[config.mk]
export PLATFORM = sky130hd
export DESIGN_NAME = execute_flat
export DESIGN_NICKNAME = d
export VERILOG_FILES = /design/src/rtl/execute_if.sv /design/src/rtl/execute.sv /design/src/flat_wrapper.sv
export SDC_FILE = /design/constraint.sdc
export NUM_CORES = 1
export LEC_CHECK = 0
export CORE_ASPECT_RATIO = 1.25
export CORE_MARGIN = 2
export CORE_UTILIZATION = 35
export CTS_CLUSTER_DIAMETER = 50
export CTS_CLUSTER_SIZE = 30
export DETAILED_ROUTE_END_ITERATION = 10
export PLACE_DENSITY = 0.6
export SLEW_MARGIN = 20
export SYNTH_ARGS = -nofsm -noshare
export SYNTH_HDL_FRONTEND = slang
export SYNTH_SLANG_ARGS = --single-unit
[constraint.sdc]
create_clock -name cpu_clk -period 9.8 [get_ports cpu_clk]
set_clock_uncertainty 0.2 [all_clocks]
set_input_delay 2.94 -clock cpu_clk [delete_from_list [all_inputs] [get_ports cpu_clk]]
set_output_delay 2.94 -clock cpu_clk [all_outputs]
set_load 0.02 [all_outputs]
[src/rtl/execute_if.sv]
// Operand/control bus from read, result/forward bus, memory port and PC
// outputs of the execute stage. The slave modport is the execute stage itself.
interface execute_if;
   logic        i_valid;
   logic [15:0] src_a;
   logic [15:0] src_b;
   logic [3:0]  i_dst_reg;
   logic        i_wb_en;
   logic        i_alu_en;
   logic [3:0]  i_truth_table;
   logic [4:0]  i_alu_op;
   logic [3:0]  sh_off;
   logic        i_mem_en;
   logic        i_mem_write;
   logic [31:0] mem_addr;
   logic        i_pc_set;
   logic        i_pc_add;
   logic        i_pc_inc;
   logic [30:0] i_pc;
   logic        o_stall;
   logic [15:0] exe_out;
   logic [3:0]  exe_dst_reg;
   logic        exe_en;
   logic        o_mem_en;
   logic        o_mem_write;
   logic [31:0] o_mem_addr;
   logic [15:0] o_mem_wdata;
   logic        mem_ready;
   logic [15:0] mem_rdata;
   logic [30:0] o_pc;
   logic        o_pc_redirect;

   modport slave (
      input  i_valid, src_a, src_b, i_dst_reg, i_wb_en,
      input  i_alu_en, i_truth_table, i_alu_op, sh_off,
      input  i_mem_en, i_mem_write, mem_addr,
      input  i_pc_set, i_pc_add, i_pc_inc, i_pc,
      input  mem_ready, mem_rdata,
      output o_stall, exe_out, exe_dst_reg, exe_en,
      output o_mem_en, o_mem_write, o_mem_addr, o_mem_wdata,
      output o_pc, o_pc_redirect
   );

   modport master (
      output i_valid, src_a, src_b, i_dst_reg, i_wb_en,
      output i_alu_en, i_truth_table, i_alu_op, sh_off,
      output i_mem_en, i_mem_write, mem_addr,
      output i_pc_set, i_pc_add, i_pc_inc, i_pc,
      output mem_ready, mem_rdata,
      input  o_stall, exe_out, exe_dst_reg, exe_en,
      input  o_mem_en, o_mem_write, o_mem_addr, o_mem_wdata,
      input  o_pc, o_pc_redirect
   );
endinterface

[src/rtl/execute.sv]
// Execute stage: single-cycle ALU, iterative 1-bit-per-cycle shifter, memory
// access with ready handshake, and the architectural PC register.
//
// state    | meaning
// ST_IDLE  | ready to accept; single-cycle ops complete here
// ST_SHIFT | iterative shift in flight, one bit per cycle
// ST_MEM   | memory request held on the bus until mem_ready
module execute (
   input  logic     cpu_clk,
   input  logic     cpu_rst,
   execute_if.slave bus
);

   typedef enum logic [1:0] {
      ST_IDLE  = 2'd0,
      ST_SHIFT = 2'd1,
      ST_MEM   = 2'd2
   } state_t;

   state_t      state_q;
   logic [15:0] acc_q;
   logic [3:0]  cnt_q;
   logic [1:0]  sh_type_q;
   logic [3:0]  dst_q;
   logic        wb_q;

   logic [15:0] exe_out_q;
   logic [3:0]  exe_dst_q;
   logic        exe_en_q;
   logic        mem_en_q;
   logic        mem_write_q;
   logic [31:0] mem_addr_q;
   logic [15:0] mem_wdata_q;
   logic [30:0] pc_q;
   logic        redirect_q;

   logic        accept;
   logic [15:0] logic_res;
   logic [15:0] arith_res;
   logic [15:0] shift_once;
   logic [15:0] acc_step;
   logic [15:0] alu_res_d;
   logic        long_shift;
   logic [30:0] pc_d;
   logic        redirect_d;
   logic        unused_op_bit;

   function automatic logic [15:0] shift1(input logic [15:0] v, input logic [1:0] t);
      logic [15:0] r;
      case (t)
         2'b00:   r = {v[14:0], 1'b0};
         2'b01:   r = {1'b0, v[15:1]};
         2'b10:   r = {v[15], v[15:1]};
         default: r = {v[14:0], v[15]};
      endcase
      return r;
   endfunction

   assign accept        = bus.i_valid && (state_q == ST_IDLE);
   assign unused_op_bit = bus.i_alu_op[2];

   always_comb begin
      logic_res = '0;
      for (int i = 0; i < 16; i++) begin
         logic_res[i] = bus.i_truth_table[{bus.src_a[i], bus.src_b[i]}];
      end
   end

   assign arith_res  = bus.i_alu_op[0] ? (bus.src_a - bus.src_b) : (bus.src_a + bus.src_b);
   assign shift_once = shift1(bus.src_a, bus.i_alu_op[1:0]);
   assign acc_step   = shift1(acc_q, sh_type_q);
   assign long_shift = (bus.i_alu_op[4:3] == 2'b10) && (bus.sh_off >= 4'd2);

   always_comb begin
      alu_res_d = '0;
      case (bus.i_alu_op[4:3])
         2'b00:   alu_res_d = logic_res;
         2'b01:   alu_res_d = arith_res;
         2'b10:   alu_res_d = (bus.sh_off == 4'd0) ? bus.src_a : shift_once;
         default: alu_res_d = '0;
      endcase
   end

   // set beats add beats inc; 31-bit arithmetic wraps on its own
   always_comb begin
      pc_d       = pc_q;
      redirect_d = 1'b0;
      if (accept) begin
         if (bus.i_pc_set) begin
            pc_d       = bus.i_pc;
            redirect_d = 1'b1;
         end else if (bus.i_pc_add) begin
            pc_d       = pc_q + bus.i_pc;
            redirect_d = 1'b1;
         end else if (bus.i_pc_inc) begin
            pc_d       = pc_q + 31'd1;
         end
      end
   end

   always_ff @(posedge cpu_clk) begin
      if (cpu_rst) begin
         state_q     <= ST_IDLE;
         acc_q       <= '0;
         cnt_q       <= '0;
         sh_type_q   <= '0;
         dst_q       <= '0;
         wb_q        <= 1'b0;
         exe_out_q   <= '0;
         exe_dst_q   <= '0;
         exe_en_q    <= 1'b0;
         mem_en_q    <= 1'b0;
         mem_write_q <= 1'b0;
         mem_addr_q  <= '0;
         mem_wdata_q <= '0;
         pc_q        <= '0;
         redirect_q  <= 1'b0;
      end else begin
         exe_en_q   <= 1'b0;
         pc_q       <= pc_d;
         redirect_q <= redirect_d;
         case (state_q)
            ST_IDLE: begin
               if (accept) begin
                  dst_q <= bus.i_dst_reg;
                  wb_q  <= bus.i_wb_en;
                  if (bus.i_mem_en) begin
                     mem_en_q    <= 1'b1;
                     mem_write_q <= bus.i_mem_write;
                     mem_addr_q  <= bus.mem_addr;
                     mem_wdata_q <= bus.src_b;
                     state_q     <= ST_MEM;
                  end else if (bus.i_alu_en) begin
                     if (long_shift) begin
                        acc_q     <= shift_once;
                        cnt_q     <= bus.sh_off - 4'd1;
                        sh_type_q <= bus.i_alu_op[1:0];
                        state_q   <= ST_SHIFT;
                     end else begin
                        exe_out_q <= alu_res_d;
                        exe_dst_q <= bus.i_dst_reg;
                        exe_en_q  <= bus.i_wb_en;
                     end
                  end
               end
            end
            ST_SHIFT: begin
               acc_q <= acc_step;
               cnt_q <= cnt_q - 4'd1;
               if (cnt_q == 4'd1) begin
                  exe_out_q <= acc_step;
                  exe_dst_q <= dst_q;
                  exe_en_q  <= wb_q;
                  state_q   <= ST_IDLE;
               end
            end
            ST_MEM: begin
               if (bus.mem_ready) begin
                  mem_en_q <= 1'b0;
                  if (!mem_write_q) begin
                     exe_out_q <= bus.mem_rdata;
                     exe_dst_q <= dst_q;
                     exe_en_q  <= wb_q;
                  end
                  state_q <= ST_IDLE;
               end
            end
            default: state_q <= ST_IDLE;
         endcase
      end
   end

   assign bus.o_stall       = (state_q != ST_IDLE);
   assign bus.exe_out       = exe_out_q;
   assign bus.exe_dst_reg   = exe_dst_q;
   assign bus.exe_en        = exe_en_q;
   assign bus.o_mem_en      = mem_en_q;
   assign bus.o_mem_write   = mem_write_q;
   assign bus.o_mem_addr    = mem_addr_q;
   assign bus.o_mem_wdata   = mem_wdata_q;
   assign bus.o_pc          = pc_q;
   assign bus.o_pc_redirect = redirect_q;

endmodule

[src/flat_wrapper.sv]
// flat-port wrapper written by rule: the top's interface ports become plain ports
module execute_flat 
  (cpu_clk, cpu_rst, bus_i_valid, bus_src_a, bus_src_b, bus_i_dst_reg, bus_i_wb_en, bus_i_alu_en, bus_i_truth_table, bus_i_alu_op, bus_sh_off, bus_i_mem_en, bus_i_mem_write, bus_mem_addr, bus_i_pc_set, bus_i_pc_add, bus_i_pc_inc, bus_i_pc, bus_mem_ready, bus_mem_rdata, bus_o_stall, bus_exe_out, bus_exe_dst_reg, bus_exe_en, bus_o_mem_en, bus_o_mem_write, bus_o_mem_addr, bus_o_mem_wdata, bus_o_pc, bus_o_pc_redirect);
  execute_if bus_i ();
  input  logic cpu_clk;
  input  logic cpu_rst;
  input wire logic [$bits(bus_i.i_valid)-1:0] bus_i_valid;
  input wire logic [$bits(bus_i.src_a)-1:0] bus_src_a;
  input wire logic [$bits(bus_i.src_b)-1:0] bus_src_b;
  input wire logic [$bits(bus_i.i_dst_reg)-1:0] bus_i_dst_reg;
  input wire logic [$bits(bus_i.i_wb_en)-1:0] bus_i_wb_en;
  input wire logic [$bits(bus_i.i_alu_en)-1:0] bus_i_alu_en;
  input wire logic [$bits(bus_i.i_truth_table)-1:0] bus_i_truth_table;
  input wire logic [$bits(bus_i.i_alu_op)-1:0] bus_i_alu_op;
  input wire logic [$bits(bus_i.sh_off)-1:0] bus_sh_off;
  input wire logic [$bits(bus_i.i_mem_en)-1:0] bus_i_mem_en;
  input wire logic [$bits(bus_i.i_mem_write)-1:0] bus_i_mem_write;
  input wire logic [$bits(bus_i.mem_addr)-1:0] bus_mem_addr;
  input wire logic [$bits(bus_i.i_pc_set)-1:0] bus_i_pc_set;
  input wire logic [$bits(bus_i.i_pc_add)-1:0] bus_i_pc_add;
  input wire logic [$bits(bus_i.i_pc_inc)-1:0] bus_i_pc_inc;
  input wire logic [$bits(bus_i.i_pc)-1:0] bus_i_pc;
  input wire logic [$bits(bus_i.mem_ready)-1:0] bus_mem_ready;
  input wire logic [$bits(bus_i.mem_rdata)-1:0] bus_mem_rdata;
  output wire logic [$bits(bus_i.o_stall)-1:0] bus_o_stall;
  output wire logic [$bits(bus_i.exe_out)-1:0] bus_exe_out;
  output wire logic [$bits(bus_i.exe_dst_reg)-1:0] bus_exe_dst_reg;
  output wire logic [$bits(bus_i.exe_en)-1:0] bus_exe_en;
  output wire logic [$bits(bus_i.o_mem_en)-1:0] bus_o_mem_en;
  output wire logic [$bits(bus_i.o_mem_write)-1:0] bus_o_mem_write;
  output wire logic [$bits(bus_i.o_mem_addr)-1:0] bus_o_mem_addr;
  output wire logic [$bits(bus_i.o_mem_wdata)-1:0] bus_o_mem_wdata;
  output wire logic [$bits(bus_i.o_pc)-1:0] bus_o_pc;
  output wire logic [$bits(bus_i.o_pc_redirect)-1:0] bus_o_pc_redirect;
  assign bus_i.i_valid = bus_i_valid;
  assign bus_i.src_a = bus_src_a;
  assign bus_i.src_b = bus_src_b;
  assign bus_i.i_dst_reg = bus_i_dst_reg;
  assign bus_i.i_wb_en = bus_i_wb_en;
  assign bus_i.i_alu_en = bus_i_alu_en;
  assign bus_i.i_truth_table = bus_i_truth_table;
  assign bus_i.i_alu_op = bus_i_alu_op;
  assign bus_i.sh_off = bus_sh_off;
  assign bus_i.i_mem_en = bus_i_mem_en;
  assign bus_i.i_mem_write = bus_i_mem_write;
  assign bus_i.mem_addr = bus_mem_addr;
  assign bus_i.i_pc_set = bus_i_pc_set;
  assign bus_i.i_pc_add = bus_i_pc_add;
  assign bus_i.i_pc_inc = bus_i_pc_inc;
  assign bus_i.i_pc = bus_i_pc;
  assign bus_i.mem_ready = bus_mem_ready;
  assign bus_i.mem_rdata = bus_mem_rdata;
  assign bus_o_stall = bus_i.o_stall;
  assign bus_exe_out = bus_i.exe_out;
  assign bus_exe_dst_reg = bus_i.exe_dst_reg;
  assign bus_exe_en = bus_i.exe_en;
  assign bus_o_mem_en = bus_i.o_mem_en;
  assign bus_o_mem_write = bus_i.o_mem_write;
  assign bus_o_mem_addr = bus_i.o_mem_addr;
  assign bus_o_mem_wdata = bus_i.o_mem_wdata;
  assign bus_o_pc = bus_i.o_pc;
  assign bus_o_pc_redirect = bus_i.o_pc_redirect;
  execute u_core (.cpu_clk(cpu_clk), .cpu_rst(cpu_rst), .bus(bus_i));
endmodule
==> run metrics <==
unrepaired setup endpoints after global routing=false; cell taking the most area after synthesis=dfxtp_1; Net Count, Synth=1460; dominant cells by area after synthesis=dfxtp_1 (27%), nand2_1 (10%), a21oi_1 (7.4%), ha_1 (7.0%), o21ai_0 (4.1%); minimum clock period=6260 ps; postcts setup bufs=0; Pwr Density=149 nW/um2; Fillers=2660; Multi-input gate area=6530 um2; Synth Register Bits=132; first-pass GRT wire length=50700 um; worst r2r path cells=8; Worst Setup End Kind=register; core box area=26900 um2; post-synthesis async set-or-reset flop share=0%; worst slew pin tran=1040 ps; Final period util=63.9%; post-route ant nets=0; drt drc=0; clk sink count=132; Cell Chain, Critical Path=clkdlybuf4s50_1 -> nor4_1 -> a21oi_1 -> nor2_1 -> o21ai_0 -> xnor2_1 -> ha_1 -> a21oi_1 -> o21ai_0 -> a41o_1 -> a21oi_1 -> o21ai_1 -> xnor2_1 -> o22ai_1; register area=2640 um2; cells after synthesis=1265; Design Power=1.91 mW; largest net degree at the start of global routing=59; drt pass-1 iters=5; post_cts resized=0; Avg WL per Cell=17.7 um; register-to-register path setup slack=6420 ps; hpwl dp=23500 um; Die Y=189 um; number of flip-flops in the largest register=32; final wirelength=32000 um; Detailed Route Iter0 Violations=494; non-filler cells, final=1809; critical path's slowest cell=clkdlybuf4s50_1; worst reg2reg path startpoint=u_core.state_q[0]; initial antenna violation count=3; Hold Crit Start=u_core.bus.o_mem_addr[24]; die area=28900 um2; status=finished, final reports clean; Layout area overhead=33.4%; Worst path most repeated cell=a21oi_1; Post-synth EDFFs=0; fin. max-slew vios=0; hold depth=2; DR vias/cell=5.38; Crit Reg-Reg Endpoint=u_core.bus.exe_out[8]; CP required=9900 ps; Rel. slew slack=30.6%; WP buf/inv=1; # rows=67; port buffer count=241; Placed Cells=1777; Fin. Hold Viols=0; synth warn=0; ratio of cells with drive above 1 in the final layout=6.97%; CTS H-tree depth=4; Synth Flop Type=dfxtp_1; utilization after layout=47.8%; critical path fanouts, max=7; f_max=160 MHz; slowest cell delay on critical path=560 ps; die width=152 um; Hold-fix buffers, CTS=0; number of global-route vias before repair=9567; final setup vio count=0; Worst-Skew Late Latency=430 ps; WP data arrival=6360 ps; Seq/Total Area, Yosys=27.4%; Setup CP Type=in -> reg; Antenna Cells=0; Synth Cell Area=9630 um2; gpl congestion=0.882; Clock Path Buffers=2; Remaining Overflow, GRT=0; Pleak=4.93 nW; initial core utilization=35.8%; gr usage total=21.9%; worst hold endpoint=u_core.bus.o_mem_addr[24]; Mapped Avg Cell Area=7.61 um2; CP Launch Type=input pin; clock root buffer=clkbuf_16; top-area cell type share of the netlist area=27.4%; setup_tns=0 ps; TritonCTS Buffers=17; via count=9734; CP delay by family, top=compound AO/OA/AOI/OAI gates; # Max-Cap Violations=0; Final nets=1646; TritonCTS clock tree=done; IO Pins=243; Hold Path Class=reg -> reg; maximum vdd ir drop=124 uV; most common cell in the netlist=nand2_1; Cell variety after synth=82; Synth top cells by count=nand2_1 (264), a21oi_1 (142), dfxtp_1 (132); clk slew on worst S/H paths=60 ps
final cells by class:
cell class	instances	share of cell area, %
Timing Repair Buffer	252	19.4
Sequential cell	132	20.6
Inverter	31	0.905
Clock inverter	13	1.60
Tap cell	345	3.36
Multi-Input combinational cell	1017	50.8
Clock buffer	19	3.45
kinds of logic (layout without fill, tap and decap cells):
kind of cell	Yosys count	after routing	share of synthesized area [%]
AND/OR/NAND/NOR	462	462	21.2
AO/OA/AOI/OAI	374	374	24.1
flip-flops	132	132	27.4
buffers and inverters	116	315	5.01
multiplexers	76	76	10.3
adder cells (fa/ha/maj)	56	56	7.43
XOR/XNOR	49	49	4.53
per-stage QoR:
| step | hold slack, ps | cell area (um2) | setup WS [ps] |
|---|---|---|---|
| 3_3_place_gp | 238 | 12200 | 3150 |
| 6_report | 251 | 12900 | 3540 |
| 4_1_cts | 253 | 12900 | 3590 |
| 3_5_place_dp | 245 | 12200 | 3140 |
| 2_1_floorplan | 228 | 9630 | 3990 |
| 5_1_grt | 269 | 12900 | 3150 |
power by group:
part	total, mW	switching (mW)	internal, mW	leakage, nW
clock network	0.717	0.259	0.458	0.309
registers	0.605	0.0283	0.576	1.08
logic	0.589	0.325	0.264	3.54
total	1.91	0.613	1.30	4.93
layer usage:
layer	routed length (um)	track usage, %	up-vias
met5	41	0	-
met4	894	8.38	6
met3	1740	4.97	59
met2	16100	39.1	273
met1	13200	25.4	4527
li1	-	-	4869
worst register-to-register path, cell delays in order, from the launching register on:
cell,delay [ps]
dfxtp_1,370
inv_1,100
ha_1,450
nand2b_1,220
o21ai_0,100
a21oi_1,350
nand3_1,730
a2111oi_0,660
nor3_1,90
placed cells by master (no fill, tap or decap), types with 4 or more instances in the layout:
cell type / n
xor2_1: 14
ha_1: 54
a211oi_1: 12
o21a_1: 4
nor4_1: 4
nor3_1: 30
nand3_1: 23
a311oi_1: 8
o21ai_1: 21
o211ai_1: 12
a31oi_1: 17
xnor2_1: 34
nor2_1: 57
o21ai_2: 5
and3_1: 8
mux2_2: 15
nand2_1: 263
mux2_1: 7
and2_1: 30
a21o_1: 13
o211a_1: 8
bufinv_16: 5
nand4_1: 5
clkbuf_16: 17
o21bai_1: 5
o21ai_0: 78
or3_1: 9
clkdlybuf4s50_1: 239
nor2b_1: 6
inv_1: 29
a211oi_2: 4
dfxtp_1: 132
mux2i_1: 38
nand2b_1: 11
mux4_2: 16
a21oi_1: 141
o22ai_1: 11
buf_4: 12
worst max path at each step:
stage | startpoint | endpoint | slack, ps | cells past startpoint
final | bus_src_b[2] | u_core.bus.exe_out[15] | 3540 | 14
after global routing | bus_src_b[2] | u_core.bus.exe_out[15] | 3150 | 15
after CTS | bus_src_b[2] | u_core.bus.exe_out[15] | 3590 | 14
after detailed placement | bus_src_b[2] | u_core.bus.exe_out[15] | 3140 | 14
after global placement | bus_src_b[2] | u_core.bus.exe_out[15] | 3150 | 14
after floorplan | bus_src_b[2] | u_core.bus.exe_out[15] | 3990 | 15
(Power assumes the default switching activity.)
